**config.mk**
```make
export PLATFORM = sky130hd
export DESIGN_NAME = fetch_unit
export DESIGN_NICKNAME = d
export VERILOG_FILES = /design/src/rtl/fetch_unit.sv
export SDC_FILE = /design/constraint.sdc
export NUM_CORES = 1
export LEC_CHECK = 0
export ABC_AREA = 1
export CORE_MARGIN = 10
export CORE_UTILIZATION = 55
export CTS_BUF_LIST = sky130_fd_sc_hd__clkbuf_4
export DETAILED_ROUTE_END_ITERATION = 7
export PLACE_DENSITY = 0.89
export SYNTH_ARGS = -nofsm -noshare
export SYNTH_HDL_FRONTEND = slang
export SYNTH_SLANG_ARGS = --single-unit
```
**constraint.sdc**
```tcl
create_clock -name clk -period 2.6 [get_ports clk]
set_clock_uncertainty 0.05 [all_clocks]
set_input_delay 0.52 -clock clk [delete_from_list [all_inputs] [get_ports clk]]
set_output_delay 0.52 -clock clk [all_outputs]
set_load 0.01 [all_outputs]
```
**src/rtl/fetch_unit.sv**
```systemverilog
// Two-stage instruction fetch front end: PC/request stage, F2 return stage,
// a one-entry hold buffer that absorbs the in-flight word during load stalls, and the ID register.
module fetch_unit #(
    parameter logic [31:0] RESET_PC = 32'h0000_0000,
    parameter logic [31:0] NOP_INST = 32'h0000_0013
) (
    input  logic        clk,
    input  logic        rstn,
    input  logic        load_stall,
    input  logic        flush,
    input  logic [31:0] br_addr,
    output logic        imem_req,
    output logic [31:0] imem_addr,
    input  logic [31:0] imem_rdata,
    output logic [31:0] if_inst,
    output logic [31:0] if_pc,
    output logic [31:0] id_inst,
    output logic [31:0] id_pc,
    output logic        id_valid
);

    localparam int unsigned XLEN = 32;

    typedef enum logic {
        S_RUN  = 1'b0,
        S_HOLD = 1'b1
    } state_t;

    state_t            r_state;
    state_t            w_state_nxt;

    logic [XLEN-1:0]   r_pc;
    logic              r_f2_valid;
    logic [XLEN-1:0]   r_f2_pc;
    logic [XLEN-1:0]   r_hold_inst;
    logic [XLEN-1:0]   r_hold_pc;
    logic [XLEN-1:0]   r_id_inst;
    logic [XLEN-1:0]   r_id_pc;
    logic              r_id_valid;

    logic              w_hold_valid;
    logic              w_hold_capture;
    logic              w_imem_req;
    logic              w_id_load;
    logic [XLEN-1:0]   w_src_inst;
    logic [XLEN-1:0]   w_src_pc;
    logic              w_src_valid;
    logic [XLEN-1:0]   w_br_target;

    // State register
    always_ff @(posedge clk or negedge rstn) begin
        if (!rstn) begin
            r_state <= S_RUN;
        end else begin
            r_state <= w_state_nxt;
        end
    end

    // Next-state logic; a redirect always abandons the hold buffer
    always_comb begin
        w_state_nxt = r_state;
        if (flush) begin
            w_state_nxt = S_RUN;
        end else begin
            case (r_state)
                S_RUN:   if (load_stall && r_f2_valid) w_state_nxt = S_HOLD;
                S_HOLD:  if (!load_stall)              w_state_nxt = S_RUN;
                default: w_state_nxt = S_RUN;
            endcase
        end
    end

    // Output/control decode: request strobe, hold capture and source select
    always_comb begin
        w_hold_valid   = (r_state == S_HOLD);
        w_imem_req     = rstn & ~flush & ~load_stall;
        w_id_load      = ~flush & ~load_stall;
        w_hold_capture = (r_state == S_RUN) & load_stall & ~flush & r_f2_valid;
        w_br_target    = br_addr & ~XLEN'(3);
        w_src_inst     = NOP_INST;
        w_src_pc       = r_f2_pc;
        w_src_valid    = 1'b0;
        if (w_hold_valid) begin
            w_src_inst  = r_hold_inst;
            w_src_pc    = r_hold_pc;
            w_src_valid = 1'b1;
        end else if (r_f2_valid) begin
            w_src_inst  = imem_rdata;
            w_src_pc    = r_f2_pc;
            w_src_valid = 1'b1;
        end
    end

    // PC and F2 tracking of the outstanding memory read
    always_ff @(posedge clk or negedge rstn) begin
        if (!rstn) begin
            r_pc       <= RESET_PC;
            r_f2_valid <= 1'b0;
            r_f2_pc    <= '0;
        end else begin
            r_f2_valid <= w_imem_req;
            if (flush) begin
                r_pc <= w_br_target;
            end else if (w_imem_req) begin
                r_pc    <= r_pc + XLEN'(4);
                r_f2_pc <= r_pc;
            end
        end
    end

    // Hold buffer payload; validity lives in the FSM state
    always_ff @(posedge clk or negedge rstn) begin
        if (!rstn) begin
            r_hold_inst <= '0;
            r_hold_pc   <= '0;
        end else if (w_hold_capture) begin
            r_hold_inst <= imem_rdata;
            r_hold_pc   <= r_f2_pc;
        end
    end

    // ID register
    always_ff @(posedge clk or negedge rstn) begin
        if (!rstn) begin
            r_id_inst  <= NOP_INST;
            r_id_pc    <= '0;
            r_id_valid <= 1'b0;
        end else if (flush) begin
            r_id_inst  <= NOP_INST;
            r_id_valid <= 1'b0;
        end else if (w_id_load) begin
            r_id_inst  <= w_src_inst;
            r_id_pc    <= w_src_pc;
            r_id_valid <= w_src_valid;
        end
    end

    assign imem_req  = w_imem_req;
    assign imem_addr = r_pc;
    assign if_inst   = w_src_inst;
    assign if_pc     = w_src_pc;
    assign id_inst   = r_id_inst;
    assign id_pc     = r_id_pc;
    assign id_valid  = r_id_valid;

endmodule

```
[Yosys cells after proc, flatten, opt, wreduce, memory -nomap -nowiden]
Cells that the tools add are included.
W data, S select, Z words.
Storage, ports and cells
  register bits after elaboration: 195
  bits in latches: 0
  bits in writable memories: 0
  bits in read-only memories: 0
  output and inout port bits: 162
  memories kept: 0
Cells by class
  add/subtract/negate cells: 1
  multipliers: 0
  divide/modulo/power cells: 0
  $lt $le $gt $ge: 0
  equality and inequality tests: 0
  shift operators: 0
  multiplexer cells: 15
  bitwise operators: 9
  reductions and logical operators: 5
Operators with widths (number)
  $mux W32: 7
  $add A32 B3 Y32 const B: 1
  $mux W1: 7
  $and A1 B1 Y1: 6
  $reduce_and A2 Y1: 2
  $reduce_bool A2 Y1: 2
  $not A1 Y1: 3
  $pmux W1 S2: 1
  $logic_and A1 B1 Y1: 1

[Logic depth before layout (Yosys ltp)]
  word-level depth: 5
  gate-level depth with buffers: 9
  depth with buffers taken out: 8

[Worst setup path before layout]
No wires, ideal clock.
  kind: input port to output port
  from: input flush
  to: output imem_req
  arrival: 1122 ps
  setup slack: 908 ps
  stages: 5
  path buffers: 2
  cell sequence: buf_6 nor2_4 nand2_1 buf_6 inv_2
Between the ends
  longest elaborated chain between the ends: 3
RTL lines
  start: declaration: RTL line 10  | input logic flush,
  $not A1 Y1 (no line)
  $and A1 B1 Y1 (2 in series): RTL line 76  | w_imem_req = rstn & ~flush & ~load_stall;
  end: declaration: RTL line 12  | output logic imem_req,
No other way between the ends.

[Final worst setup path]
  from: register r_state
  to: output if_inst[28]
Between the ends
  longest elaborated chain between the ends: 1
RTL lines
  start: declaration: RTL line 29  | state_t r_state;
  start signal: assignment: RTL line 55  | r_state <= w_state_nxt;
  $mux W32: RTL line 83  | if (w_hold_valid) begin
  end: declaration: RTL line 15  | output logic [31:0] if_inst,
No other way between the ends.

==> flow_summary.yaml <==
status:
  status: "finished, final reports clean"
placement:
  dp_hpwl_um: 17880
  io_buffer_count: 221
  gp_congestion: 0.9273
synth:
  synth_edf_count: 0
  ys_ff_latch: 187
  ys_top_cells_by_area: "dfrtp_1, nand2_1, o21ai_0"
  ys_seq_area_share_pct: 53.14
  synth.largest_area_cell: "dfrtp_1"
  ys_types: 32
  synth_common_cells: "nand2_1, dfrtp_1, inv_1"
  netlist.area_leader.share_pct: 52.24
  syn_avg_cell_area_um2: 8.370
  synthFlopType: "dfrtp_1"
  async_reset_ff_share_pct: 100.0
  yosysMostFrequentCell: "nand2_1"
  ys_warn_count: 0
  synthesis.area_um2: 8813
  synthCells: 1053
floorplan:
  ioPinCount: 230
  rows: 46
  initial_core_util_pct: 55.89
  fp.dieArea_um2: 21490
  core_um2: 15770
  fp.dieW_um: 146.6
  die_h_um: 146.6
worst_setup_path:
  required_ns: 2.03
  end_kind: "output pin"
  critPathBufInv: 4
  path_cells: "buf_6 -> clkbuf_16 -> nand2_1 -> a21boi_2 -> inv_1 -> dlygate4sd2_1"
  critPathKind: "reg2out"
  crit_path_max_fanout: 13
  critPathSlowestCell: "dfrtp_2"
  crit_family: "buffers and inverters"
  critPathLaunchType: "flip-flop"
  rr_startpoint: "imem_addr[3]$_DFFE_PN0P_"
  critical_path_arrival_ns: 2.01
  cpPeakStageDelay_ns: 0.50
  crit_start: "r_state$_DFF_PN0_"
layout:
  area.growth.synth_to_final_pct: 32.30
  antennaDiodeCount: 0
  nets: 1340
  num-fill-cells: 1167
  utilization_pct: 73.94
  layout-drive-gt1-share_pct: 10.76
clock_tree:
  cts_hold_buffers: 0
  root_buffer: "clkbuf_4"
  cts.sinks: 187
  cts.htree.levels: 4
  clkTransAtPathRegs_ns: 0.13
  clk_latency_ns: 0.55
  numCtsBuffers: 17
  cts_tree: "done"
  clock_path_buffers: 2
global_route:
  track_usage_pct: 22.25
  gr-total-overflow: 0
  antenna_found_initial: 0
  met1_usage_pct: 27.96
  met3_usage_pct: 7.138
  grt_first_pass_wirelength_um: 38950
  busiest_layer: "met2"
  grt_pass1_vias: 7428
  met2_usage_pct: 35.62
  grt_max_degree: 188
timing:
  setup_viol: 0
  fin_crit_ns: 2.577
  drv_slew: 0
  rsz0062_at_grt: "true"
  post-route-period-util_pct: 99.13
  final_hold_viol_count: 0
  relSlewSlack_pct: 34.68
  tightest_slew_ns: 0.9798
  timing.hold.ws_ns: 0.1501
  fmax_mhz: 388.0
hold_path:
  hold_class: "in2async"
routing:
  vias: 7840
  wl_per_cell_um: 17.07
  routed_wl_um: 25590
  viasPerCell: 5.230
  drc: 0
  drt_iter0_markers: 497
  drt_pass1_iterations: 6
  antenna_left: 0
power_and_ir_drop:
  power_mw: 6.800
  ir_drop_uv: 254.5
  leakage_nw: 5.756
  cellPowerDensity_nw_per_um2: 583.2
run:
  max-cap-violations: 0
==> through the flow <==
step | instance area (um^2) | TNS (ns) | setup WS, ns | instances
final | 11660 | 0 | 0.02250 | 1499
after global routing | 11660 | -0.7331 | -0.1012 | 1499
after CTS | 11400 | -0.5132 | -0.1804 | 1489
after detailed placement | 11220 | 0 | 0.1721 | 1458
after global placement | 11220 | 0 | 0.1790 | 1458
after floorplan | 8832 | 0 | 0.9076 | 1058
==> flip-flops by register name, indices dropped and copies added, names as in the netlist <==
name         count
id_inst         32
id_pc           30
r_state          1
id_valid         1
r_f2_valid       1
imem_addr       30
r_f2_pc         30
r_hold_pc       30
r_hold_inst     32
==> repair_timing <==
item,in CTS,in global routing
gates resized for setup,105,86
gates cloned,0,4
pin swaps,0,3
buffers inserted,0,6
endpoints found under the setup margin,62,24
==> placed cells by master (no fill, tap or decap), types with 7 or more instances in the layout <==
cell and n:
nand2_1 316, dfrtp_1 183, clkdlybuf4s50_1 158, inv_1 106
nor2_1 101, o21ai_0 55, o21ai_1 54, a21oi_1 42
nand3_1 39, dlygate4sd2_1 36, mux2_4 20, clkbuf_4 19
buf_4 16, a21boi_2 15, clkdlybuf4s15_1 12, clkbuf_2 11
mux2_1 9, o21ai_2 8, buf_12 8, a21boi_1 7
==> worst register-to-register path, cell delays in order, from the launching register on <==
cell and delay, ns:
dfrtp_1 0.43, ha_1 0.20, nand2_1 0.09, nor2_1 0.20
nand2_1 0.21, nor2_1 0.35, nand2_1 0.09, nand2_1 0.08
nand3_1 0.06
==> power by group <==
part           internal, mW  switching, mW
Sequential             3.38          0.293
Combinational         0.855          0.920
Clock                 0.386          0.963
Total                  4.62           2.18
==> cells by family after synthesis <==
kind of cell             count (synthesis)  share of synthesized area (%)
adder cells (fa/ha/maj)                  1                         0.1419
multiplexers                            29                          4.557
other                                    1                        0.04255
flip-flops                             187                          53.14
XOR/XNOR                                 3                         0.2982
AND/OR/NAND/NOR                        465                          20.91
buffers and inverters                  167                          8.447
AO/OA/AOI/OAI                          200                          12.46
==> worst paths after layout <==
check                      slack (ns)                         to  cells past startpoint
setup / recovery                 0.02                if_inst[28]                      6
hold / removal                   0.15          r_state$_DFF_PN0_                      2
setup reg to reg                 0.76  imem_addr[26]$_DFFE_PN0P_                      8
hold reg to reg                  0.45      id_pc[11]$_DFFE_PN0P_                      2
max in group asynchronous        1.66      id_pc[21]$_DFFE_PN0P_                      2
min in group clk                 0.42       r_f2_valid$_DFF_PN0_                      4
==> layer usage <==
metal | wire (um) | share of wire [%] | vias to the layer above
met5 | 0 | 0 | -
met4 | 484 | 1.9 | 0
met3 | 2265 | 8.9 | 32
met2 | 12190 | 48 | 336
met1 | 10650 | 42 | 3716
li1 | - | - | 3756
==> cell type report <==
type | instances | area [um^2] | share of cell area (%)
sequential | 187 | 4684 | 40.18
inverter | 111 | 416.7 | 3.573
multi-input combinational | 704 | 3570 | 30.61
clock inverter | 12 | 75.07 | 0.6438
tap | 216 | 270.3 | 2.318
clock buffer | 19 | 142.6 | 1.223
timing repair buffer | 250 | 2501 | 21.45
(Power assumes the default switching activity.)
